===== config.mk =====
export PLATFORM = sky130hd
export DESIGN_NAME = serial_adder_ctrl_flat
export DESIGN_NICKNAME = d
export VERILOG_FILES = /design/src/rtl/serial_adder_ctrl_if.sv /design/src/rtl/serial_adder_ctrl.sv /design/src/flat_wrapper.sv
export SDC_FILE = /design/constraint.sdc
export NUM_CORES = 1
export LEC_CHECK = 0
export CAP_MARGIN = 25
export CORE_UTILIZATION = 44
export CTS_CLUSTER_DIAMETER = 120
export DETAILED_ROUTE_END_ITERATION = 10
export PLACE_DENSITY = 0.73
export SYNTH_ARGS = -nofsm -noshare
export SYNTH_HDL_FRONTEND = slang
export SYNTH_SLANG_ARGS = --single-unit

===== constraint.sdc =====
create_clock -name ck -period 1.89 [get_ports ck]
set_input_delay 0.189 -clock ck [delete_from_list [all_inputs] [get_ports ck]]
set_output_delay 0.189 -clock ck [all_outputs]
set_load 0.01 [all_outputs]

===== src/rtl/serial_adder_ctrl_if.sv =====
// serial_adder_ctrl_if: start/busy/done handshake and operand/result bus of the serial adder
interface serial_adder_ctrl_if #(parameter int WIDTH = 8);
  logic start, cin, busy, done, cout;
  logic [WIDTH-1:0] a, b, sum;
  modport master (output start, a, b, cin, input busy, done, sum, cout);
  modport slave (input start, a, b, cin, output busy, done, sum, cout);
endinterface


===== src/rtl/serial_adder_ctrl.sv =====
// serial_adder_ctrl: bit-serial WIDTH-bit adder, LSB first through a carry flop, start/busy/done handshake
module serial_adder_ctrl #(parameter int WIDTH = 8) (
  input logic ck,
  input logic rst_n,
  serial_adder_ctrl_if.slave bus
);
  localparam int CW = $clog2(WIDTH);
  typedef enum logic [1:0] {IDLE, RUN, DONE} state_t;
  state_t state, state_nxt;
  logic [WIDTH-1:0] a_sh, b_sh, acc, sum_r;
  logic [CW-1:0] cnt;
  logic carry, cout_r, fa_s, fa_c, last;
  assign fa_s = a_sh[0] ^ b_sh[0] ^ carry;
  assign fa_c = (a_sh[0] & b_sh[0]) | (carry & (a_sh[0] ^ b_sh[0]));
  assign last = cnt == CW'(WIDTH - 1);
  assign bus.busy = state == RUN;
  assign bus.done = state == DONE;
  assign bus.sum = sum_r;
  assign bus.cout = cout_r;
  always_ff @(posedge ck or negedge rst_n)
    if (!rst_n) state <= IDLE;
    else state <= state_nxt;
  always_comb begin
    state_nxt = state;
    if (state == IDLE && bus.start) state_nxt = RUN;
    if (state == RUN && last) state_nxt = DONE;
    if (state == DONE) state_nxt = IDLE;
  end
  // the final sum includes the bit produced on the completing edge, hence fa_s joins acc directly
  always_ff @(posedge ck or negedge rst_n)
    if (!rst_n) begin
      a_sh <= '0;
      b_sh <= '0;
      acc <= '0;
      sum_r <= '0;
      cnt <= '0;
      carry <= 1'b0;
      cout_r <= 1'b0;
    end else if (state == IDLE && bus.start) begin
      a_sh <= bus.a;
      b_sh <= bus.b;
      carry <= bus.cin;
      cnt <= '0;
    end else if (state == RUN) begin
      a_sh <= a_sh >> 1;
      b_sh <= b_sh >> 1;
      acc <= {fa_s, acc[WIDTH-1:1]};
      carry <= fa_c;
      cnt <= cnt + 1'b1;
      if (last) begin
        sum_r <= {fa_s, acc[WIDTH-1:1]};
        cout_r <= fa_c;
      end
    end
endmodule


===== src/flat_wrapper.sv =====
// flat-port wrapper written by rule: the top's interface ports become plain ports
module serial_adder_ctrl_flat 
#(parameter int WIDTH = 8)
  (ck, rst_n, bus_start, bus_a, bus_b, bus_cin, bus_busy, bus_done, bus_sum, bus_cout);
  serial_adder_ctrl_if #(.WIDTH(WIDTH)) bus_i ();
  input logic ck;
  input logic rst_n;
  input wire logic [$bits(bus_i.start)-1:0] bus_start;
  input wire logic [$bits(bus_i.a)-1:0] bus_a;
  input wire logic [$bits(bus_i.b)-1:0] bus_b;
  input wire logic [$bits(bus_i.cin)-1:0] bus_cin;
  output wire logic [$bits(bus_i.busy)-1:0] bus_busy;
  output wire logic [$bits(bus_i.done)-1:0] bus_done;
  output wire logic [$bits(bus_i.sum)-1:0] bus_sum;
  output wire logic [$bits(bus_i.cout)-1:0] bus_cout;
  assign bus_i.start = bus_start;
  assign bus_i.a = bus_a;
  assign bus_i.b = bus_b;
  assign bus_i.cin = bus_cin;
  assign bus_busy = bus_i.busy;
  assign bus_done = bus_i.done;
  assign bus_sum = bus_i.sum;
  assign bus_cout = bus_i.cout;
  serial_adder_ctrl #(.WIDTH(WIDTH)) u_core (.ck(ck), .rst_n(rst_n), .bus(bus_i));
endmodule

After elaboration in Yosys (flattened, before gate mapping) --
Index checks and enable logic that the tools add are counted.
Word-level totals: word-level logic and storage cells 36, output and inout bits 11, input port bits 20, register bits 39
Operators by class: bitwise operators 6, eq/ne operators 3, multiplexer cells 11, add/sub/neg operators 1, reduce and logical (&&, ||, !) cells 7
Operators with widths (count):
- $mux 8 | 4
- $mux 2 | 3
- $mux 3 | 2
- $add 3x1->3 const B | 1
- $eq 3x3->1 const B | 1
- $reduce_and 3->1 | 1
- $reduce_bool 3->1 | 1
- $and 1x1->1 | 2
- $eq 2x1->1 const B | 1
- $eq 2x2->1 const B | 1
- $logic_and 1x1->1 | 2
- $logic_not 2->1 | 1
- $mux 1 | 2
- $reduce_and 2->1 | 1
- $reduce_bool 2->1 | 1
- $xor 1x1->1 | 2
- $not 1->1 | 1
- $or 1x1->1 | 1

Longest topological paths before layout --
Gate-level depths: netlist of run 1.
depth after elaboration 5, gate-level depth with buffers 6, mapped depth without buffers 4

Least setup slack after synthesis of run 1 --
No wires, ideal clock.
path type flip-flop to flip-flop, start point register u_core.cnt[0], end point register u_core.cout_r (netlist: u_core.bus.cout), clock period less this slack 1.369 ns, stages on the path, launching flop included 5, buffers on the path 0, data arrival time 1.244 ns, slack 0.521 ns, setup time 0.125 ns, required time 1.765 ns, cell sequence dfrtp_1 ha_1 ha_1 nand2_8 mux2_4
Between the ends: word-level cells in the longest chain between the ends 2
Ends and longest elaborated chain:
- from (decl) | line serial_adder_ctrl.sv:11 | logic [CW-1:0] cnt;
- from (signal assigned) | line serial_adder_ctrl.sv:49 | cnt <= cnt + 1'b1;
- $eq 3x3->1 | line serial_adder_ctrl.sv:15 | assign last = cnt == CW'(WIDTH - 1);
- $reduce_and 3->1 (no source line)
- to (signal assigned) | line serial_adder_ctrl.sv:38 | cout_r <= 1'b0;
- to (signal assigned) | line serial_adder_ctrl.sv:52 | cout_r <= fa_c;
- to (decl) | line serial_adder_ctrl.sv:12 | logic carry, cout_r, fa_s, fa_c, last;
Every way passes these cells. A chain may end at the register's enable or synchronous reset.

Final worst setup path of run 1 --
start point register u_core.state[1], end point output port bus_busy
Between the ends: word-level cells in the longest chain between the ends 1
Ends and longest elaborated chain:
- from (decl) | line serial_adder_ctrl.sv:9 | state_t state, state_nxt;
- from (signal assigned) | line serial_adder_ctrl.sv:22 | else state <= state_nxt;
- $eq 2x1->1 | line serial_adder_ctrl.sv:16 | assign bus.busy = state == RUN;
- to (decl) | line flat_wrapper.sv:12 | output wire logic [$bits(bus_i.busy)-1:0] bus_busy;
Every way passes these cells.

==> insert_results.sql, run 1 <==
INSERT INTO impl_metrics (metric_group, metric, value, unit) VALUES
('outcome', 'result_of_the_run', 'complete, no violations', ''),
('logic_synthesis', 'synth_top_family_by_area', 'compound AO/OA/AOI/OAI gates', ''),
('layout', 'nets_finish', '194', ''),
('route', 'post_drt_wl_per_cell', '15.60', 'um'),
('pwr', 'power_frac_comb', '44.0', '%'),
('floorplan', 'dieWidth', '63.36', 'um'),
('pwr', 'p_sw', '1.388', 'mW'),
('critical_path', 'crit_fanout', '15', ''),
('critical_path', 'regToRegEndpoint', 'u_core.bus.sum[2]$_DFFE_PN0P_', ''),
('clock_tree', 'insertion_delay', '300', 'ps'),
('logic_synthesis', 'synth_sequential_area_ratio', '57.40', '%'),
('route', 'detail_route.first_pass.iterations', '4', ''),
('timing', 'setup_repair_after_global_routing_missed_its_margin', 'no', ''),
('logic_synthesis', 'synth_top_cell_area_share', '57.40', '%'),
('pwr', 'p_leak', '0.9319', 'nW'),
('logic_synthesis', 'synth-compound-area-share', '17.30', '%'),
('layout', 'multi_input_area', '651.9', 'um2'),
('grt', 'antenna_found_initial', '0', ''),
('clock_tree', 'clock_tree.htree_level_count', '2', ''),
('clock_tree', 'cts_buffers', '5', ''),
('route', 'dr.first_iter.drc_count', '94', ''),
('timing', 'timing.final.max_slew_violations', '0', ''),
('clock_tree', 'cts-root-buf', 'sky130_fd_sc_hd__clkbuf_8', ''),
('logic_synthesis', 'synthCells', '138', ''),
('timing', 'clock_skew', '8.428', 'ps'),
('route', 'final_antenna_net_count', '0', ''),
('grt', 'grt.overflow.total', '0', ''),
('logic_synthesis', 'synth_largest_area_cell', 'sky130_fd_sc_hd__dfrtp_1', ''),
('layout', 'n_fill_cell', '287', ''),
('critical_path', 'cp.depth', '3', ''),
('pwr', 'power.sequential.fraction', '38.1', '%'),
('logic_synthesis', 'number_of_flops_mapped_to_enable_cells_by_yosys', '0', ''),
('logic_synthesis', 'ys_async_sr_fraction', '100.0', '%'),
('floorplan', 'placeableCoreArea', '3468', 'um2'),
('min_path', 'worst_hold_path_type', 'in -> async', ''),
('layout', 'seqCellArea', '952.2', 'um2'),
('timing', 'max_clock_freq', '551.6', 'MHz'),
('logic_synthesis', 'syn_nets', '161', ''),
('route', 'overall_routed_net_length', '3401', 'um'),
('critical_path', 'path_delay_family', 'buffers and inverters', ''),
('route', 'overall_via_count_from_detail_route', '1219', ''),
('timing', 'worst_slew_pin_slew', '488.2', 'ps'),
('logic_synthesis', 'netlist_top_cells_area', 'sky130_fd_sc_hd__dfrtp_1, sky130_fd_sc_hd__mux2_4, sky130_fd_sc_hd__o22ai_1, sky130_fd_sc_hd__nand2_1, sky130_fd_sc_hd__a2bb2oi_1', ''),
('logic_synthesis', 'yosysWarningCount', '0', ''),
('critical_path', 'worstPathArrival', '1620', 'ps'),
('grt', 'grt_max_degree', '39', ''),
('critical_path', 'crit_chain', 'nand2b_4 -> inv_8 -> clkdlybuf4s50_1', ''),
('critical_path', 'crit-reg2reg-launch', 'u_core.cnt[0]$_DFFE_PN0P_', ''),
('clock_tree', 'cts_hold_buf', '0', ''),
('clock_tree', 'clk_pin_slew', '80', 'ps'),
('placed_design', 'finalWeightedCongestion', '0.7796', ''),
('pwr', 'switching_portion_of_total_power', '35.88', '%'),
('floorplan', 'io-pin-count', '31', ''),
('critical_path', 'crit_required', '1700', 'ps'),
('logic_synthesis', 'post_synth_and_or_nand_nor_area_fraction', '11.18', '%'),
('layout', 'layout.cells.most_common', 'sky130_fd_sc_hd__dfrtp_1', ''),
('grt', 'gr-usage-all-layers', '18.38', '%'),
('logic_synthesis', 'synth_flop_cell', 'sky130_fd_sc_hd__dfrtp_1', ''),
('pwr', 'irDropWorstVdd', '0.7829', 'mV'),
('critical_path', 'ff2ff_setup_slack', '430', 'ps'),
('timing', 'min_clock_period_post_route', '1813', 'ps'),
('floorplan', 'die_height', '63.36', 'um'),
('pwr', 'cell_internal_pwr', '2.481', 'mW'),
('logic_synthesis', 'share_of_synthesized_area_spent_on_multiplexers', '8.157', '%'),
('logic_synthesis', 'syn_area', '1657', 'um2'),
('clock_tree', 'tritoncts', 'yes', ''),
('floorplan', 'initial_utilization', '47.76', '%'),
('critical_path', 'critical_path_class', 'reg -> out', ''),
('clock_tree', 'max-clock-path-buffers', '2', ''),
('placed_design', 'port_buffers', '30', ''),
('timing', 'setup_viol_count_final', '0', '');
-- stage by stage --
stage	utilization (%)	power [mW]	instance area, um2	setup WS [ps]	cells
detailed placement	57.58	3.171	1997	255.1	210
CTS	60.89	3.883	2112	10.15	218
floorplan	-	2.643	1657	521.4	138
global route	61.04	4.124	2117	16.13	218
finish	61.04	3.870	2117	77.13	218
global placement	57.58	3.082	1997	315.4	210
-- cell usage after synthesis (2+ instances only) --
cell,instances
sky130_fd_sc_hd__mux2_4,9
sky130_fd_sc_hd__o21ai_0,2
sky130_fd_sc_hd__nand2b_1,2
sky130_fd_sc_hd__buf_2,5
sky130_fd_sc_hd__dfrtp_1,38
sky130_fd_sc_hd__nor2_1,5
sky130_fd_sc_hd__a2bb2oi_1,8
sky130_fd_sc_hd__a22o_1,2
sky130_fd_sc_hd__ha_1,2
sky130_fd_sc_hd__a21oi_1,7
sky130_fd_sc_hd__nand2_1,23
sky130_fd_sc_hd__o22ai_1,20
sky130_fd_sc_hd__buf_4,2
-- timing repair --
| item | in CTS | in global routing |
|---|---|---|
| buffers inserted | 0 | 0 |
| gates resized for setup | 1 | 2 |
| pin swaps | 0 | 0 |
| hold endpoints to repair | 0 | 0 |
| endpoints found under the setup margin | 1 | 1 |
-- area by class of cell --
type / count / area share [%]
Sequential cell: 38 / 44.98
Clock buffer: 5 / 3.251
Inverter: 3 / 0.8865
Clock inverter: 3 / 2.128
Multi-Input combinational cell: 90 / 30.79
Timing Repair Buffer: 33 / 15.25
Tap cell: 46 / 2.719
-- per-layer routing --
metal  GRT usage [%]  part of all wire, %  routed length (um)  up-vias
met3           7.246                  5.5                 187       10
met2           26.33                   45                1547       42
met4           11.08                  3.1                 107        0
met1           23.17                   46                1559      599
li1                -                    -                   -      568
met5               0                    0                   0        -
-- kinds of logic after synthesis --
family                   Yosys count
AO/OA/AOI/OAI                     42
AND/OR/NAND/NOR                   36
flip-flops                        38
adder cells (fa/ha/maj)            3
buffers and inverters             10
multiplexers                       9
-- worst max-delay path by stage --
stage / startpoint / endpoint
global route: u_core.state[1]$_DFFE_PN0P_ / bus_busy
finish: u_core.state[1]$_DFFE_PN0P_ / bus_busy
detailed placement: bus_start / u_core.b_sh[3]$_DFFE_PN0P_
global placement: bus_start / u_core.b_sh[3]$_DFFE_PN0P_
floorplan: u_core.cnt[0]$_DFFE_PN0P_ / u_core.bus.cout$_DFFE_PN0P_
CTS: u_core.state[1]$_DFFE_PN0P_ / bus_busy
-- power by group through the flow --
stage | logic, mW | clock network, mW | registers (mW)
after floorplan | 1.19 | 0 | 1.45
after global placement | 1.62 | 0 | 1.46
after detailed placement | 1.69 | 0 | 1.48
after CTS | 1.70 | 0.709 | 1.47
after global routing | 1.86 | 0.751 | 1.52
final | 1.70 | 0.691 | 1.47
-- registers in the layout (all words and copies together) (netlist names) --
| name | count |
|---|---|
| u_core.a_sh | 8 |
| u_core.b_sh | 8 |
| u_core.carry | 1 |
| u_core.acc | 7 |
| u_core.bus.cout | 1 |
| u_core.bus.sum | 8 |
| u_core.cnt | 3 |
| u_core.state | 2 |
(Power assumes the default switching activity.)
==> run 2: changes to the inputs <==
Settings changed: CORE_ASPECT_RATIO set to 1.25, CORE_MARGIN set to 1.5.
==> run 2 against run 1 <==
Against the previous run:
- the flow now finishes with violations (design-rule violations)
- first-iteration DRC count down 56%
- hold slack better by 2.3 ps
- via count up 1.1%
- design area down 1.6%
- wire length up 0.29%
- critical path type unchanged
- largest cell class unchanged
==> insert_results.sql, run 2 (synthesis results as in run 1) <==
INSERT INTO impl_metrics (metric_group, metric, value, unit) VALUES
('grt', 'grt_max_degree', '39', ''),
('pwr', 'p_leak', '0.9284', 'nW'),
('timing', 'min_clock_period_post_route', '1821', 'ps'),
('layout', 'diodes', '0', ''),
('floorplan', 'dieWidth', '57.88', 'um'),
('floorplan', 'die_height', '71.60', 'um'),
('layout', 'area_delta_synth_final', '25.76', '%'),
('min_path', 'worst_hold_path_type', 'in -> async', ''),
('pwr', 'irDropWorstVdd', '0.7068', 'mV'),
('clock_tree', 'clk_pin_slew', '70', 'ps'),
('route', 'overall_via_count_from_detail_route', '1232', ''),
('critical_path', 'critical_path.n_buffers_inverters', '2', ''),
('critical_path', 'crit_chain', 'nand2b_4 -> inv_6 -> clkdlybuf4s50_1', ''),
('route', 'detail_route.first_pass.iterations', '7', ''),
('critical_path', 'crit_required', '1700', 'ps'),
('grt', 'grt.overflow.total', '0', ''),
('pwr', 'pwr_density_cell', '1799', 'nW/um2'),
('critical_path', 'setup.worst_path.end_class', 'primary output', ''),
('grt', 'antenna_found_initial', '0', ''),
('placed_design', 'dp_hpwl', '2348', 'um'),
('timing', 'hold_viol_final', '0', ''),
('floorplan', 'placeableCoreArea', '3543', 'um2'),
('timing', 'setup-tns-final', '0', 'ps'),
('clock_tree', 'clock_tree.htree_level_count', '2', ''),
('floorplan', 'die_area', '4144', 'um2'),
('route', 'via_per_inst', '5.839', ''),
('grt', 'grt_pass1_wl', '5775', 'um'),
('timing', 'clock_skew', '4.940', 'ps'),
('clock_tree', 'insertion_delay', '290', 'ps'),
('clock_tree', 'max-clock-path-buffers', '2', ''),
('layout', 'layout.cells.most_common', 'sky130_fd_sc_hd__dfrtp_1', ''),
('floorplan', 'initial_utilization', '46.75', '%'),
('critical_path', 'critPathLaunchType', 'flip-flop', ''),
('timing', 'setup_repair_after_global_routing_missed_its_margin', 'no', ''),
('clock_tree', 'postCtsSetupRepairBufs', '0', ''),
('route', 'overall_routed_net_length', '3411', 'um'),
('floorplan', 'io-pin-count', '31', ''),
('layout', 'nets_finish', '194', ''),
('clock_tree', 'cts_buffers', '5', ''),
('floorplan', 'core_rows', '24', ''),
('placed_design', 'port_buffers', '30', ''),
('timing', 'min_period_over_period', '96.34', '%'),
('grt', 'grt_pass1_vias', '1262', ''),
('route', 'post_drt_wl_per_cell', '16.17', 'um'),
('route', 'final_antenna_net_count', '0', ''),
('timing', 'setup_viol_count_final', '0', ''),
('outcome', 'result_of_the_run', 'finished, violations left', ''),
('timing', 'timing.final.max_slew_violations', '0', ''),
('job', 'drv.max_cap_violation_count', '0', ''),
('timing', 'worst_slew_pin_slew', '476.2', 'ps'),
('layout', 'drive_gt1_share', '15.70', '%'),
('clock_tree', 'cts-root-buf', 'sky130_fd_sc_hd__clkbuf_8', ''),
('timing', 'max_clock_freq', '549.2', 'MHz'),
('critical_path', 'path_delay_family', 'buffers and inverters', ''),
('layout', 'most-common-layout-cells', 'sky130_fd_sc_hd__dfrtp_1, sky130_fd_sc_hd__clkdlybuf4s50_1, sky130_fd_sc_hd__nand2_1', ''),
('clock_tree', 'cts_sinks', '38', ''),
('timing', 'timing.hold.ws', '324.1', 'ps'),
('pwr', 'finalPower', '3.747', 'mW'),
('route', 'drc_errors', '2', ''),
('route', 'dr.first_iter.drc_count', '41', ''),
('critical_path', 'worstPathArrival', '1630', 'ps'),
('critical_path', 'critical_path_class', 'reg -> out', ''),
('critical_path', 'critPathMaxStageDelay', '560', 'ps'),
('critical_path', 'crit_fanout', '15', ''),
('grt', 'gr-usage-all-layers', '18.77', '%'),
('clock_tree', 'tritoncts', 'yes', ''),
('critical_path', 'crit_slowest_cell', 'sky130_fd_sc_hd__clkdlybuf4s50_1', ''),
('timing', 'timing.slew.headroom', '68.25', '%'),
('outcome', 'violations', 'design-rule violations', ''),
('placed_design', 'finalWeightedCongestion', '0.7820', '');
[run 2: what timing repair did]
| action | in CTS | in global routing |
|---|---|---|
| pin swaps | 0 | 0 |
| hold buffers | 0 | 0 |
| cloned | 0 | 0 |
| setup endpoints to repair | 1 | 1 |
| gates resized for setup | 1 | 1 |
[run 2: layout make-up]
type | count | area (um2)
Fill cell | 308 | 1460
Clock inverter | 1 | 5.005
Timing Repair Buffer | 33 | 322.8
Clock buffer | 7 | 86.33
Sequential cell | 38 | 952.2
Multi-Input combinational cell | 90 | 651.9
Tap cell | 39 | 48.80
Inverter | 3 | 16.27
[run 2: where the power goes]
part / total, mW / switching (mW) / internal, mW
combinational: 1.71 / 0.822 / 0.884
sequential: 1.47 / 0.266 / 1.20
clock: 0.573 / 0.279 / 0.294
total: 3.75 / 1.37 / 2.38
[run 2: per-stage QoR]
| stage | area [um2] | setup slack, ps | instances | util (%) |
|---|---|---|---|---|
| detailed placement | 1988 | 240.6 | 203 | 56.11 |
| global placement | 1988 | 311.6 | 203 | 56.11 |
| floorplan | 1657 | 521.4 | 138 | - |
| finish | 2083 | 69.25 | 211 | 58.79 |
| CTS | 2081 | 21.42 | 211 | 58.72 |
| global route | 2083 | 3.013 | 211 | 58.79 |
[run 2: worst paths after layout]
kind	slack, ps	endpoint	cells past startpoint	from
min in group ck	460	u_core.b_sh[7]$_DFFE_PN0P_	3	bus_b[7]
worst min-delay path	320	u_core.bus.sum[1]$_DFFE_PN0P_	2	rst_n
max in group asynchronous	1210	u_core.state[0]$_DFFE_PN0P_	2	rst_n
worst min register to register	490	u_core.cnt[0]$_DFFE_PN0P_	1	u_core.cnt[0]$_DFFE_PN0P_
worst max-delay path	70	bus_busy	3	u_core.state[1]$_DFFE_PN0P_
worst max register to register	440	u_core.bus.sum[0]$_DFFE_PN0P_	4	u_core.cnt[0]$_DFFE_PN0P_
[run 2: layer usage]
layer | vias to the layer above | track usage [%] | routed length (um)
met1 | 613 | 21.24 | 1401
met2 | 41 | 31.31 | 1740
met4 | 0 | 10.08 | 71
li1 | 570 | - | -
met3 | 8 | 5.776 | 197
met5 | - | 0 | 0
